[src/rtl/busdebugger_cmd_pkg.sv]
// Shared command/reply byte codes and controller state encoding for the
// bus debugger serial command path.
package busdebugger_cmd_pkg;

  localparam logic [7:0] CMD_ADDR   = 8'h41;  // 'A'
  localparam logic [7:0] CMD_DUMP   = 8'h44;  // 'D'
  localparam logic [7:0] CMD_EN     = 8'h45;  // 'E'
  localparam logic [7:0] CMD_DIS    = 8'h46;  // 'F'
  localparam logic [7:0] CMD_ARM    = 8'h52;  // 'R'
  localparam logic [7:0] CMD_STATUS = 8'h53;  // 'S'
  localparam logic [7:0] CMD_TRIG   = 8'h54;  // 'T'

  localparam logic [7:0] RPL_OK   = 8'h4B;  // 'K'
  localparam logic [7:0] RPL_BUSY = 8'h42;  // 'B'
  localparam logic [7:0] RPL_ERR  = 8'h3F;  // '?'
  localparam logic [7:0] RPL_END  = 8'h45;  // 'E'

  typedef enum logic [2:0] {
    ST_IDLE,
    ST_ARG,
    ST_REPLY,
    ST_DUMP,
    ST_DUMP_TERM
  } state_t;

endpackage

[src/rtl/edge_sync.sv]
// Optional N-flop synchroniser followed by a one-cycle rising-edge pulse.
// SYNC_STAGES = 0 gives a plain edge detector for same-domain inputs.
module edge_sync #(
  parameter int SYNC_STAGES = 2
) (
  input  logic clk,
  input  logic rst_n,
  input  logic din,
  output logic pulse
);

  logic synced;
  logic prev;

  generate
    if (SYNC_STAGES == 0) begin : g_direct
      assign synced = din;
    end else begin : g_sync
      logic [SYNC_STAGES-1:0] chain;

      // NOTE: flops use non-blocking assignments so every stage samples the
      // value from before the edge; blocking here would collapse the chain.
      always_ff @(posedge clk or negedge rst_n) begin
        if (!rst_n) begin
          chain <= '0;
        end else begin
          chain[0] <= din;
          for (int i = 1; i < SYNC_STAGES; i++) begin
            chain[i] <= chain[i-1];
          end
        end
      end

      assign synced = chain[SYNC_STAGES-1];
    end
  endgenerate

  always_ff @(posedge clk or negedge rst_n) begin
    if (!rst_n) prev <= 1'b0;
    else        prev <= synced;
  end

  assign pulse = synced & ~prev;

endmodule

[src/rtl/busdebugger_command_ctrl.sv]
// Serial command controller: decodes USART command bytes, sequences the
// snooper/dumper and arbitrates the TX byte stream between dumper and replies.
module busdebugger_command_ctrl
  import busdebugger_cmd_pkg::*;
#(
  parameter int ADDR_WIDTH     = 32,
  parameter int TIMEOUT_CYCLES = 1000000
) (
  input  logic                  comm_clock,
  input  logic                  reset_n,
  input  logic                  rx_valid,
  output logic                  rx_ready,
  input  logic [7:0]            rx_data,
  output logic                  record_start,
  output logic                  record_trigger,
  input  logic                  record_end,
  output logic [ADDR_WIDTH-1:0] trigger_addr,
  output logic                  trigger_enable,
  output logic                  dump_start,
  input  logic                  dump_end,
  input  logic                  dump_valid,
  output logic                  dump_ready,
  input  logic [7:0]            dump_data,
  output logic                  tx_valid,
  input  logic                  tx_ready,
  output logic [7:0]            tx_data
);

  localparam int NBYTES = ADDR_WIDTH / 8;
  localparam int CW     = $clog2(NBYTES + 1);
  localparam int TW     = (TIMEOUT_CYCLES > 2) ? $clog2(TIMEOUT_CYCLES) : 1;
  localparam logic [CW-1:0] LAST_BYTE = CW'(NBYTES - 1);
  localparam logic [TW-1:0] TIMER_MAX = TW'(TIMEOUT_CYCLES - 1);

  state_t        state;
  logic [7:0]    reply;
  logic          reply_valid;
  logic          armed;
  logic          complete;
  logic [CW-1:0] byte_cnt;
  logic [TW-1:0] timer;

  logic rec_end_pulse;
  logic dump_end_pulse;
  logic accept;
  logic armed_eff;
  logic complete_eff;
  logic in_dump;

  edge_sync #(.SYNC_STAGES(2)) u_rec_end_sync (
    .clk   (comm_clock),
    .rst_n (reset_n),
    .din   (record_end),
    .pulse (rec_end_pulse)
  );

  edge_sync #(.SYNC_STAGES(0)) u_dump_end_edge (
    .clk   (comm_clock),
    .rst_n (reset_n),
    .din   (dump_end),
    .pulse (dump_end_pulse)
  );

  // A capture-complete edge lands before any command decoded in the same
  // cycle, so 'R', 'S' and 'D' all see the post-capture view.
  assign armed_eff    = armed & ~rec_end_pulse;
  assign complete_eff = complete | (armed & rec_end_pulse);
  assign accept       = rx_valid & rx_ready;
  assign in_dump      = (state == ST_DUMP);

  assign record_start = armed;
  assign tx_valid     = reply_valid | (in_dump & dump_valid);
  assign tx_data      = in_dump ? dump_data : reply;
  assign dump_ready   = in_dump & tx_ready;

  always_ff @(posedge comm_clock or negedge reset_n) begin
    if (!reset_n) begin
      state          <= ST_IDLE;
      reply          <= '0;
      reply_valid    <= 1'b0;
      rx_ready       <= 1'b0;
      armed          <= 1'b0;
      complete       <= 1'b0;
      byte_cnt       <= '0;
      timer          <= '0;
      trigger_addr   <= '0;
      trigger_enable <= 1'b0;
      record_trigger <= 1'b0;
      dump_start     <= 1'b0;
    end else begin
      armed          <= armed_eff;
      complete       <= complete_eff;
      record_trigger <= 1'b0;
      dump_start     <= 1'b0;

      case (state)
        ST_IDLE: begin
          rx_ready <= 1'b1;
          if (accept) begin
            // Default outcome is a single-byte 'K' reply; commands override.
            state       <= ST_REPLY;
            reply       <= RPL_OK;
            reply_valid <= 1'b1;
            rx_ready    <= 1'b0;
            case (rx_data)
              CMD_ADDR: begin
                state       <= ST_ARG;
                reply_valid <= 1'b0;
                rx_ready    <= 1'b1;
                byte_cnt    <= '0;
                timer       <= '0;
              end
              CMD_ARM: begin
                if (armed_eff) begin
                  reply <= RPL_BUSY;
                end else begin
                  armed    <= 1'b1;
                  complete <= 1'b0;
                end
              end
              CMD_TRIG:   record_trigger <= 1'b1;
              CMD_EN:     trigger_enable <= 1'b1;
              CMD_DIS:    trigger_enable <= 1'b0;
              CMD_STATUS: reply <= {5'b0, complete_eff, trigger_enable, armed_eff};
              CMD_DUMP: begin
                if (armed_eff) begin
                  reply <= RPL_BUSY;
                end else begin
                  dump_start  <= 1'b1;
                  state       <= ST_DUMP;
                  reply_valid <= 1'b0;
                end
              end
              default: reply <= RPL_ERR;
            endcase
          end
        end

        ST_ARG: begin
          if (accept) begin
            trigger_addr <= {trigger_addr[ADDR_WIDTH-9:0], rx_data};
            timer        <= '0;
            byte_cnt     <= byte_cnt + 1'b1;
            if (byte_cnt == LAST_BYTE) begin
              state       <= ST_REPLY;
              reply       <= RPL_OK;
              reply_valid <= 1'b1;
              rx_ready    <= 1'b0;
            end
          end else if (timer == TIMER_MAX) begin
            // Abort keeps whatever bytes were already shifted in.
            state       <= ST_REPLY;
            reply       <= RPL_ERR;
            reply_valid <= 1'b1;
            rx_ready    <= 1'b0;
          end else begin
            timer <= timer + 1'b1;
          end
        end

        ST_REPLY, ST_DUMP_TERM: begin
          if (tx_ready) begin
            state       <= ST_IDLE;
            reply_valid <= 1'b0;
            rx_ready    <= 1'b1;
          end
        end

        ST_DUMP: begin
          if (dump_end_pulse) begin
            state       <= ST_DUMP_TERM;
            reply       <= RPL_END;
            reply_valid <= 1'b1;
          end
        end

        default: state <= ST_IDLE;
      endcase
    end
  end

endmodule

[config.mk]
export PLATFORM = sky130hd
export DESIGN_NAME = busdebugger_command_ctrl
export DESIGN_NICKNAME = d
export VERILOG_FILES = /design/src/rtl/busdebugger_cmd_pkg.sv /design/src/rtl/edge_sync.sv /design/src/rtl/busdebugger_command_ctrl.sv
export SDC_FILE = /design/constraint.sdc
export NUM_CORES = 1
export LEC_CHECK = 0
export ABC_AREA = 1
export CAP_MARGIN = 20
export CORE_MARGIN = 4
export CORE_UTILIZATION = 50
export DETAILED_ROUTE_END_ITERATION = 10
export GPL_ROUTABILITY_DRIVEN = 0
export PLACE_DENSITY = 0.76
export SYNTH_ARGS = -nofsm -noshare
export SYNTH_HDL_FRONTEND = slang
export SYNTH_SLANG_ARGS = --single-unit
[constraint.sdc]
create_clock -name comm_clock -period 4.1 [get_ports comm_clock]
set_input_delay 0.615 -clock comm_clock [delete_from_list [all_inputs] [get_ports comm_clock]]
set_output_delay 0.615 -clock comm_clock [all_outputs]
set_load 0.05 [all_outputs]
# Word level (Yosys, flattened, before mapping)
# Cells that the tools add are included.
# W data, S select, Z words.
# op_classes
add_sub_neg	2
n_eq_ne	21
n_mux	58
bitwise_logic	12
reduce_logical	17
# ops
operator	n
$mux W20	4
$eq A8 B7 Y1 const B	7
$mux W8	6
$pmux W20 S2	1
$mux W1	28
$mux W3	9
$pmux W8 S3	1
$pmux W7 S3	1
$add A20 B1 Y20 const B	1
$eq A20 B20 Y1 const B	1
$pmux W3 S4	1
$reduce_and A4 Y1	3
$reduce_and A5 Y1	2
$eq A3 B2 Y1 const B	3
$ne A3 B3 Y1 const B	3
$ne A2 B2 Y1 const B	4
$and A1 B1 Y1	7
$pmux W3 S2	1
$reduce_and A6 Y1	1
$reduce_bool A3 Y1	2
$mux W4	1
$pmux W1 S2	2
$pmux W1 S4	1
$pmux W2 S2	1
other kinds (14)	19
# word_totals
regBits	77
elab_cells	125

# Longest topological paths before layout
# Gate-level depths: netlist (run 1).
# depth
depth_word	8
depth_mapped	11

# Modules after synthesis
# From an unflattened synthesis (run 1), not the netlist that was laid out.
# unflattened
hier_cells	547
hier_area_um2	4015.1
# modules_own_cells
mod	instances	cells_each	area_per_inst_um2	seq_area_each_um2
busdebugger_command_ctrl	1	539	3895.0	1776.7
edge_sync at u_rec_end_sync	1	5	85.1	75.1
edge_sync at u_dump_end_edge	1	3	35.0	25.0

# Least setup slack after synthesis (run 1)
# OpenSTA, ideal clock, no wires.
# synth_timing
path_kind	register to output
from	register state[2]
to	output dump_ready
arrival_ns	1.625
t_required_ns	3.485
path_slack_ns	1.860
stages_incl_launch_ff	6
path_cell_list	dfrtp_1 > inv_1 > nand2_4 > nor2_8 > clkinv_1 > nor2_1
# synth_via
elab_chain_cells	2
# synth_rtl
item	line_no	text
start: declaration	busdebugger_command_ctrl.sv:35	state_t state;
start signal: assignment	busdebugger_command_ctrl.sv:78	state <= ST_IDLE;
start signal: assignment	busdebugger_command_ctrl.sv:101	state <= ST_REPLY;
start signal: assignment	busdebugger_command_ctrl.sv:107	state <= ST_ARG;
$eq A3 B2 Y1	busdebugger_command_ctrl.sv:69	assign in_dump = (state == ST_DUMP);
$and A1 B1 Y1	busdebugger_command_ctrl.sv:74	assign dump_ready = in_dump & tx_ready;
end: declaration	busdebugger_command_ctrl.sv:22	output logic dump_ready,
# Every way passes these cells.

# Worst setup path after layout (run 1)
# layout_timing
from	register state[2]
to	output tx_data[7]
# layout_via
elab_chain_cells	2
# layout_rtl
item	line_no	text
$eq A3 B2 Y1	busdebugger_command_ctrl.sv:69	
$mux W8	busdebugger_command_ctrl.sv:73	assign tx_data = in_dump ? dump_data : reply;
end: declaration	busdebugger_command_ctrl.sv:26	output logic [7:0] tx_data
# Every way passes these cells.

==> metrics.md, run 1 <==
| Metric | Value |
|---|---|
| Number of DRC markers in iteration 0 | `between 200 and 250` |
| Fmax | `0.329 GHz` |
| Wire per inst | `13.4 um` |
| Fraction of layout cells with a size suffix above 1 | `around a tenth` |
| CTS buffer count | `9` |
| Resized cells post-CTS | `0` |
| Most frequent cells in the layout | `220 x nand2_1, 75 x dfrtp_1, 68 x clkdlybuf4s50_1` |
| Fin util | `64.3%` |
| Post-CTS Setup Inserts | `0` |
| CP max FO | `10` |
| IO Pins | `70` |
| Commonest non-fill, non-tap cell in the layout | `nand2_1` |
| Final Hold Viols | `0` |
| CTS tree | `yes` |
| Bufs on Longest Clock Path | `2` |
| Max_slew headroom | `38.2%` |
| Clock share of power | `27.8%` |
| Fin crit share | `74.0%` |
| Post-route antenna net violation count | `0` |
| Reg2reg path depth | `8` |
| Net switching power | `between 700 and 800 uW` |
| Hold Path Cell Cnt | `0` |
| R2R Setup Slk | `1.91 ns` |
| Yosys warnings | `0` |
| Setup TNS | `0 ns` |
| Worst-margin pin slew | `0.927 ns` |
| Syn Nets | `572` |
| Vias in the first global route | `3625` |
| Worst skew pair latency | `0.36 ns` |
| Max-Cap Viols | `0` |
| # H-tree levels | `3` |
| Hold path endpoint | `u_rec_end_sync.g_sync.chain[1]` |
| Tot GR Track Use | `20.7%` |
| First-pass GRT wire length | `16.7 mm` |
| Sw frac | `38.3%` |
| Die area | `a little under 0.01 mm2` |
| Die Width | `98.5 um` |
| Synth Cell Area | `0.00410 mm2` |
| Chip Height | `98.5 um` |
| RSZ-0062 raised after global routing | `false` |
| Comb power frac | `28.9%` |
| Kind of critical path | `register to primary output` |
| Non-filler cells, final | `724` |
| Maximum VDD drop | `between 300 and 400 uV` |
| I/O Buffers | `just under 70` |
| CTS clk-pin slew, worst paths | `0.09 ns` |
| Largest net degree at the start of global routing | `76` |
| Core box area | `0.00785 mm2` |
| Number of synthesized register bits | `75` |
| Post-DP HPWL | `6.85 mm` |
| Setup crit start kind | `register` |
| Outcome | `completed` |
| Final Setup Violations | `0` |
| Synthesized area per cell | `7.50 um2` |
| Min Clock Period, post-route | `3.04 ns` |
| Area growth, synth to finish | `23.2%` |
| Reg2reg start | `rx_ready` |
| Initial antenna violation count | `0` |
| Hold slack | `around 0.36 ns` |
| CP arrival | `2.42 ns` |
| Post-synthesis sequential area ratio | `45.8%` |
| Rows | `32` |
| Placed insts | `708` |
| Vias | `around 3800` |
| Worst min path class | `register to register` |
| Initial core utilization | `52.2%` |
| Filler Cell Count | `706` |
| Internal power | `1.24 mW` |
| Cell family with most CP delay | `buffers and inverters` |
| DRC | `0` |
| Post-Route WL | `9.69 mm` |
| Post-CTS Hold Buffers | `0` |
| Synthesized instance count | `546` |
| Final net count | `roughly 640` |
| Crit path buf inv count | `3` |
| Antenna cells | `0` |
| Crit-path slowest cell | `clkdlybuf4s50_1` |
| Yosys cell types | `36` |
| Crit end category | `primary output` |
| Post-DR vias/cell | `5.24` |
| Setup Skew | `a little over 0.009 ns` |
| CTS root buf | `clkbuf_8` |
| CP cell instances | `inv_1, nand2_4, nor2_8, clkinv_1, nor2_1, clkdlybuf4s50_1` |
| Leakage | `2.54 nW` |
| Congestion Overflow GR | `0` |
| Power per cell area | `about 400 mW/mm2` |
| Pins over their slew limit | `0` |
| Detailed Routing Iterations Pass 1 | `5` |
| Worst Hold Launch | `u_rec_end_sync.g_sync.chain[0]` |
| Max incr delay on CP | `0.83 ns` |
| Flop pwr share | `a little over two fifths` |
| Clock sink total | `75` |
| CP required | `3.48 ns` |
| R2R Path End | `reply[2]` |
==> stage by stage <==
| stage | power (mW) | setup slack [ns] | instance area, um2 |
|---|---|---|---|
| global placement | 1.45 | 1.37 | 4850 |
| detailed placement | 1.46 | 1.32 | 4850 |
| floorplan | 1.28 | 1.86 | 4100 |
| global route | 2.11 | 0.894 | 5040 |
| CTS | 2.02 | 1.02 | 5040 |
| finish | 2.00 | 1.06 | 5040 |
==> synthesized netlist by cell type <==
cell type | instances | area (um2)
ha_1 | 3 | 37.5
nor2_4 | 3 | 33.8
buf_2 | 5 | 25.0
nor2_8 | 2 | 40.0
buf_4 | 1 | 7.51
nand3_1 | 29 | 145
nand2_2 | 4 | 25.0
inv_1 | 50 | 188
nand2_4 | 5 | 56.3
nand3b_4 | 1 | 20.0
a31oi_1 | 1 | 6.26
a31o_2 | 1 | 8.76
nor3_1 | 5 | 25.0
or2_2 | 2 | 12.5
clkbuf_1 | 3 | 11.3
a41oi_1 | 1 | 8.76
inv_4 | 1 | 6.26
o21ai_2 | 8 | 70.1
buf_12 | 1 | 20.0
nand4_1 | 13 | 81.3
nand3_2 | 3 | 30.0
nor2_2 | 6 | 37.5
nand2_1 | 220 | 826
nand4_4 | 1 | 21.3
o31ai_1 | 1 | 7.51
clkinv_1 | 2 | 7.51
xor2_1 | 7 | 61.3
o22ai_1 | 1 | 6.26
o21ai_1 | 5 | 25.0
nor4_1 | 1 | 6.26
dfrtp_1 | 75 | 1880
a21o_1 | 2 | 15.0
o21ai_0 | 21 | 105
nor2_1 | 50 | 188
inv_2 | 5 | 18.8
a21oi_1 | 7 | 35.0
==> final cells by class <==
cell class / count / area [um2] / share of cell area (%)
tap: 102 / 128 / 2.53
clock buffer: 9 / 124 / 2.46
multi-input combinational: 403 / 1930 / 38.4
sequential: 75 / 1880 / 37.2
inverter: 58 / 220 / 4.37
clock inverter: 7 / 65.1 / 1.29
timing repair buffer: 70 / 696 / 13.8
==> worst max-delay path by stage <==
stage	start	end	slack (ns)	depth (start not counted)
after floorplan	state[2]	dump_ready	1.86	5
after global placement	rx_valid	reply[2]	1.37	9
after detailed placement	rx_valid	reply[2]	1.32	9
after CTS	state[2]	tx_data[7]	1.02	6
after global routing	state[2]	dump_ready	0.89	6
final	state[2]	tx_data[7]	1.06	6
==> state kept, by name, indices dropped and copies added, names as in the netlist, 2 cells and up <==
name and count:
state 3, byte_cnt 3, timer 20, trigger_addr 32, u_rec_end_sync.g_sync.chain 2, reply 6
==> power by group through the flow <==
stage | sequential (mW) | clock (mW) | combinational (mW)
after floorplan | 0.923 | 0 | 0.356
after global placement | 0.881 | 0 | 0.568
after detailed placement | 0.882 | 0 | 0.578
after CTS | 0.869 | 0.566 | 0.582
final | 0.868 | 0.557 | 0.578
after global routing | 0.879 | 0.596 | 0.632
==> per-layer routing <==
metal  track usage (%)  part of all wire [%]  routed length [um]  up-vias
li1                  -                     -                   -     1867
met1              26.9                    43                4140     1749
met2              34.4                    48                4610      151
met3              3.33                   6.8                 658       26
met4              8.51                   2.9                 285        0
met5                 0                     0                   0        -
==> worst register-to-register path: stages, from the launching register on <==
cell,delay (ns)
dfrtp_1,0.40
nand2_1,0.46
inv_2,0.25
nand2_2,0.12
buf_4,0.35
inv_2,0.29
nor2_2,0.16
nand2_1,0.06
nand2_1,0.05
==> cells by family (layout without fill, tap and decap cells) <==
kind of cell,count (synthesis),count (layout),share of synthesized area [%]
AND/OR/NAND/NOR,345,345,37.8
flip-flops,75,75,45.8
buffers and inverters,68,144,6.94
AO/OA/AOI/OAI,48,48,7.03
XOR/XNOR,7,7,1.50
adder cells (fa/ha/maj),3,3,0.917
(Power assumes the default switching activity.)
==> inputs of run 2 (changes only) <==
Settings changed: CORE_UTILIZATION 50 to 48.
Clock period 4.1 ns to 2.5 ns, I/O delays scaled along.
==> run 2 against run 1 <==
Critical path type unchanged. Global-route usage down 0.45 points. Cell count up 0.83%. Critical path depth up 1. Sequential share of layout area down 0.074 points. Non-clock buffer count up 3. Largest power group unchanged. Highest routed layer unchanged. Power up 64%. Via count down 0.66%.
==> metrics.md, run 2 (synthesis results as in run 1) <==
| Metric | Value |
|---|---|
| Outcome | `completed` |
| First-pass GRT wire length | `16.5 mm (-1.4%)` |
| Worst min path class | `primary input to asynchronous set/reset pin` |
| Post-route antenna net violation count | `0 (unchanged)` |
| Vias in the first global route | `3581 (-1.2%)` |
| Number of DRC markers in iteration 0 | `181 (-23%)` |
| Antenna cells | `0 (unchanged)` |
| Setup TNS | `0 ns (unchanged)` |
| Chip Height | `100 um (+1.9%)` |
| # H-tree levels | `3 (unchanged)` |
| RSZ-0062 raised after global routing | `false` |
| Max-Cap Viols | `0 (unchanged)` |
| CP max FO | `10 (unchanged)` |
| Total power | `3.28 mW (+64%)` |
| Design Area, Final | `0.00505 mm2 (+0.20%)` |
| Detailed Routing Iterations Pass 1 | `5 (unchanged)` |
| CP cell instances | `inv_1, nand2_4, nor2_8, clkinvlp_4, nand2_1, nand2_1, dlygate4sd2_1` |
| Crit path buf inv count | `3 (unchanged)` |
| DRC | `0 (unchanged)` |
| Worst-margin pin slew | `0.946 ns (+0.0189 ns)` |
| Cell family with most CP delay | `buffers and inverters` |
| CTS tree | `yes` |
| Non-filler cells, final | `730 (+0.83%)` |
| Wire per inst | `13.3 um (-0.45%)` |
| Most frequent cells in the layout | `220 x nand2_1, 75 x dfrtp_1, 58 x clkdlybuf4s50_1` |
| Largest net degree at the start of global routing | `76 (unchanged)` |
| Biggest register | `trigger_addr` |
| Core box area | `0.00826 mm2 (+5.2%)` |
| Setup crit start kind | `register` |
| Post-Route WL | `9.73 mm (+0.37%)` |
| Power per cell area | `649 mW/mm2 (+63%)` |
| Fmax | `0.420 GHz` |
| Leakage | `2.56 nW (+0.72%)` |
| Post-CTS Hold Buffers | `0 (unchanged)` |
| Die area | `0.0101 mm2 (+3.8%)` |
| Filler Cell Count | `753 (+6.7%)` |
| Vias | `3768 (-0.66%)` |
| I/O Buffers | `69 (unchanged)` |
| Crit-path slowest cell | `dfrtp_1` |
| DP Area | `0.00487 mm2 (+0.39%)` |
| Commonest non-fill, non-tap cell in the layout | `nand2_1` |
| CP arrival | `2.00 ns (-0.42 ns)` |
| Rows | `33 (+3.1%)` |
| Congestion Overflow GR | `0 (unchanged)` |
| Post-CTS Setup Inserts | `0 (unchanged)` |
| Resized cells post-CTS | `7 (+7)` |
| Area growth, synth to finish | `23.4%` |
| Setup Skew | `0.0137 ns (+0.00445 ns)` |
| CTS root buf | `clkbuf_8` |
| Final Setup Violations | `0 (unchanged)` |
| Clock sink total | `75 (unchanged)` |
| Initial antenna violation count | `0 (unchanged)` |
| Bufs on Longest Clock Path | `2 (unchanged)` |
| Die Width | `100 um (+1.9%)` |
| Crit end category | `primary output` |
| Fin crit share | `95.2%` |
| Maximum VDD drop | `584 uV (+74%)` |
| CP required | `2.12 ns (-1.36 ns)` |
| Post-DP HPWL | `7.07 mm (+3.2%)` |
| Final net count | `646 (+0.47%)` |
| Fin util | `61.2% (-3.1 points)` |
| CTS buffer count | `9 (unchanged)` |
| Max reg flops | `32 (unchanged)` |
| Placed insts | `714 (+0.85%)` |
| Initial core utilization | `49.6% (-2.6 points)` |
| Tot GR Track Use | `20.2% (-0.45 points)` |
| Max_slew headroom | `37.0% (-1.3 points)` |
| IO Pins | `70 (unchanged)` |
| Top Registers | `trigger_addr: 32 flops, timer: 20 flops, reply: 6 flops` |
| Worst path most repeated cell | `nand2_1` |
| Max incr delay on CP | `0.44 ns (-0.39 ns)` |
| CTS clk-pin slew, worst paths | `0.09 ns (about the same)` |
| Min Clock Period, post-route | `2.38 ns` |
| Fraction of layout cells with a size suffix above 1 | `10.9% (+1.2 points)` |
| Kind of critical path | `register to primary output` |
| Final Hold Viols | `0 (unchanged)` |
| Worst skew pair latency | `0.36 ns (about the same)` |
| Pins over their slew limit | `0 (unchanged)` |
| Post-DR vias/cell | `5.16 (-1.5%)` |
==> run 2: changes by cell type in the layout (fill, tap and decap cells not counted), sizes merged <==
cell / before / now
dlygate4sd2: 0 / 6
clkbuf: 9 / 10
clkinv: 3 / 2
buf: 2 / 8
clkdlybuf4s50: 68 / 58
clkinvlp: 1 / 2
==> run 2: area by class of cell <==
type | instances | area, um2 | area share (%)
inverters | 58 | 224 | 4.43
multi-input cells | 403 | 1930 | 38.3
clock inverters | 7 | 65.1 | 1.29
clock buffers | 9 | 124 | 2.45
well taps | 105 | 131 | 2.60
repair buffers | 73 | 698 | 13.8
flip-flops and latches | 75 | 1880 | 37.1
==> run 2: path summary, 6_finish.rpt <==
check | slack [ns] | start | cells after the start | end
worst max-delay path | 0.12 | state[2] | 7 | tx_data[5]
worst min-delay path | 0.13 | reset_n | 1 | timer[1]
worst max register to register | 0.51 | timer[0] | 8 | reply[0]
worst min register to register | 0.35 | u_rec_end_sync.g_sync.chain[0] | 0 | u_rec_end_sync.g_sync.chain[1]
max in group asynchronous | 1.72 | reset_n | 1 | trigger_addr[22]
min in group comm_clock | 0.35 | u_rec_end_sync.g_sync.chain[0] | 0 | u_rec_end_sync.g_sync.chain[1]
==> run 2: layer usage <==
layer / part of all wire [%] / global-route usage, %
met4: 1.8 / 7.25
met3: 6.5 / 3.68
met5: 0 / 0
met2: 46 / 32.7
met1: 45 / 27.3
==> run 2: worst reg2reg max path, stage by stage (launching register included) <==
cell and delay (ns):
dfrtp_1 0.45, ha_1 0.31, nand3_1 0.21, nor2_2 0.23
nand3_1 0.17, nand2_4 0.19, nand2_4 0.10, nor2_1 0.14
a21oi_1 0.09
==> run 2: metrics by stage <==
step / worst slack, ns / hold WS [ns]
floorplan: 0.500 / 0.0794
global placement: 0.244 / 0.336
detailed placement: 0.128 / 0.338
CTS: 0.0138 / 0.188
global route: 0.00638 / 0.232
finish: 0.120 / 0.133
==> run 2: report_power, final <==
part,switching (mW),internal [mW]
registers,0.101,1.32
clock network,0.527,0.386
logic,0.640,0.303
total,1.27,2.01
==> inputs of run 3 (changes only) <==
Settings changed: ABC_AREA 1 to 0, CORE_UTILIZATION 48 to 47, SETUP_SLACK_MARGIN set to 0.3, TNS_END_PERCENT set to 20.
==> run 3 against run 2 <==
Via count shrank 16%. Clock skew decreased by 0.0066 ns. Sequential cell count unchanged.
==> metrics.md, run 3 <==
| Metric | Value |
|---|---|
| Post-Route WL | `9.15 mm (-5.9%)` |
| RSZ-0062 raised after global routing | `true` |
| Post-Synth Simple-Gate Area | `22.0% (-16 points)` |
| CTS root buf | `clkbuf_8` |
| I/O Buffers | `69 (unchanged)` |
| Worst-margin pin slew | `0.919 ns (-0.0265 ns)` |
| Congestion Overflow GR | `0 (unchanged)` |
| Filler Cell Count | `567 (-25%)` |
| Worst skew pair latency | `0.34 ns (-0.02 ns)` |
| Top Registers | `trigger_addr: 32 flops, timer: 20 flops, reply: 6 flops` |
| Rows | `31 (-6.1%)` |
| Yosys cell types | `50 (+39%)` |
| Outcome | `completed` |
| Reg2reg start | `byte_cnt[0]` |
| Post-synth EDFFs | `0 (unchanged)` |
| Max reg flops | `32 (unchanged)` |
| Initial antenna violation count | `0 (unchanged)` |
| Fin util | `67.7% (+6.5 points)` |
| Synth async-reset ratio | `100% (unchanged)` |
| Die area | `0.00928 mm2 (-7.9%)` |
| Total power | `3.43 mW (+4.6%)` |
| CP required | `2.77 ns (+0.65 ns)` |
| Placed insts | `544 (-24%)` |
| Max incr delay on CP | `0.50 ns (+0.06 ns)` |
| Post-route antenna net violation count | `0 (unchanged)` |
| Post-DR vias/cell | `5.61 (+8.7%)` |
| Final Hold Viols | `0 (unchanged)` |
| Largest net degree at the start of global routing | `76 (unchanged)` |
| Yosys warnings | `0 (unchanged)` |
| Synth Area in Compound Gates | `11.7% (+4.6 points)` |
| Biggest register | `trigger_addr` |
| Maximum VDD drop | `692 uV (+18%)` |
| Xor and xnor area share after synthesis | `1.67% (+0.17 points)` |
| Min Clock Period, post-route | `2.17 ns (-0.208 ns)` |
| Cell family with most CP delay | `simple AND/OR/NAND/NOR gates` |
| Vias in the first global route | `3197 (-11%)` |
| R2R Setup Slk | `0.40 ns (-0.11 ns)` |
| DP Area | `0.00475 mm2 (-2.6%)` |
| Setup TNS | `0 ns (unchanged)` |
| Number of synthesized register bits | `75 (unchanged)` |
| # H-tree levels | `3 (unchanged)` |
| Synthesized area per cell | `10.2 um2 (+36%)` |
| Synth Area in Adders | `1.02% (+0.11 points)` |
| DRC | `0 (unchanged)` |
| Hold slack | `0.161 ns (+0.0286 ns)` |
| Post-CTS Hold Buffers | `0 (unchanged)` |
| Commonest non-fill, non-tap cell in the layout | `dfrtp_1` |
| Post-DP HPWL | `6.50 mm (-8.0%)` |
| CTS buffer count | `9 (unchanged)` |
| Chip Height | `96.3 um (-4.0%)` |
| Top post-synthesis cells by area | `dfrtp_1 51%, mux2_2 10%, nand2_1 5.2%` |
| Synthesized instance count | `360 (-34%)` |
| Main combinational cell family by area after synthesis | `simple AND/OR/NAND/NOR gates` |
| Multiplexer area fraction after synthesis | `10.7% (+11 points)` |
| Core box area | `0.00741 mm2 (-10%)` |
| Synth Cell Area | `0.00367 mm2 (-10%)` |
| Number of DRC markers in iteration 0 | `187 (+3.3%)` |
| First-pass GRT wire length | `14.9 mm (-9.6%)` |
| Pins over their slew limit | `0 (unchanged)` |
| Top_reg_cell synth | `dfrtp_1` |
| Largest area contributor in the netlist | `dfrtp_1` |
| IO Pins | `70 (unchanged)` |
| Area growth, synth to finish | `36.7%` |
| Share of the synthesized area in the top cell type | `51.2% (+5.3 points)` |
| Vias | `3175 (-16%)` |
| Final net count | `489 (-24%)` |
| Clock sink total | `75 (unchanged)` |
| Tot GR Track Use | `20.8% (+0.54 points)` |
| Bufs on Longest Clock Path | `2 (unchanged)` |
| Most frequent cells in the layout | `74 x dfrtp_1, 54 x clkdlybuf4s50_1, 51 x nand2_1` |
| CP max FO | `5 (-5)` |
| Non-filler cells, final | `566 (-22%)` |
| CP cell instances | `clkdlybuf4s50_1, or3b_2, nor3_4, o21a_4, nand2_2, or4_1, a21oi_1` |
| Design Area, Final | `0.00501 mm2 (-0.77%)` |
| Crit-path slowest cell | `or3b_2` |
| Setup crit start kind | `primary input` |
| Syn Nets | `386 (-33%)` |
| Reg2reg path depth | `7 (-1)` |
| CP arrival | `2.44 ns (+0.44 ns)` |
| Max_slew headroom | `38.7% (+1.8 points)` |
| Initial core utilization | `49.5% (-0.089 points)` |
| Setup Skew | `0.00702 ns (-0.00664 ns)` |
| Power per cell area | `684 mW/mm2 (+5.4%)` |
| Final worst slack | `0.328 ns (+0.208 ns)` |
| Detailed Routing Iterations Pass 1 | `4 (-1)` |
| Max-Cap Viols | `0 (unchanged)` |
| Wire per inst | `16.2 um (+21%)` |
| Kind of critical path | `primary input to register` |
| Fin crit share | `86.9% (-8.3 points)` |
| R2R Path End | `state[0]` |
| Crit end category | `register` |
| Post-Place Worst Slack | `-0.0796 ns (-0.208 ns)` |
| Top cells by count, synth | `75 x dfrtp_1, 51 x nand2_1, 34 x mux2_2` |
| Post-synthesis sequential area ratio | `51.2% (+5.3 points)` |
| CTS clk-pin slew, worst paths | `0.08 ns (about the same)` |
| Crit path buf inv count | `1 (-2)` |
| Leakage | `2.30 nW (-10%)` |
| CTS tree | `yes` |
| Worst min path class | `primary input to asynchronous set/reset pin` |
| Final Setup Violations | `0 (unchanged)` |
| Fraction of layout cells with a size suffix above 1 | `24.0% (+13 points)` |
| Die Width | `96.3 um (-4.0%)` |
| Top-count cell post-synth | `dfrtp_1` |
| Antenna cells | `0 (unchanged)` |
| Fmax | `0.460 GHz (+9.6%)` |
==> run 3: cells by family (layout without fill, tap and decap cells) <==
group | after synthesis | after routing
AO/OA/AOI/OAI | 71 | 71
XOR/XNOR | 7 | 7
flip-flops | 75 | 75
multiplexers | 35 | 35
AND/OR/NAND/NOR | 152 | 154
buffers and inverters | 17 | 122
adder cells (fa/ha/maj) | 3 | 3
==> run 3: layer usage <==
layer / vias to the layer above / share of wire (%) / GRT usage [%]
li1: 1510 / - / -
met1: 1563 / 42 / 25.6
met2: 90 / 52 / 35.3
met3: 12 / 4.4 / 5.94
met4: 0 / 1.7 / 6.54
met5: - / 0 / 0
==> run 3: final cells by class <==
cell class	instances	area (um2)	area share (%)
Multi-Input combinational cell	270	1790	35.6
Sequential cell	75	1880	37.5
Clock buffer	10	128	2.54
Timing Repair Buffer	103	1050	21.0
Inverter	4	15.0	0.299
Clock inverter	5	31.3	0.624
Tap cell	99	124	2.47
==> run 3: what timing repair did <==
action | in CTS | in global routing
setup buffers | 0 | 5
endpoints found under the hold margin | 0 | 0
setup endpoints to repair | 13 | 21
pin swaps | 1 | 7
cloned | 0 | 2
gates resized for setup | 3 | 12
==> run 3: worst max-delay path by stage <==
stage | cells past startpoint | to | slack (ns) | startpoint
final | 7 | timer[18] | 0.33 | rx_data[0]
after global routing | 6 | tx_data[6] | 0.25 | state[0]
after CTS | 7 | timer[18] | 0.29 | rx_data[3]
after detailed placement | 7 | timer[18] | -0.08 | rx_data[3]
after global placement | 7 | state[0] | -0.07 | rx_data[3]
after floorplan | 4 | trigger_addr[10] | 0.37 | rx_ready
==> run 3: power by group <==
part / total (mW) / internal [mW] / switching, mW
logic: 1.21 / 0.502 / 0.707
registers: 1.44 / 1.34 / 0.105
clock network: 0.778 / 0.351 / 0.427
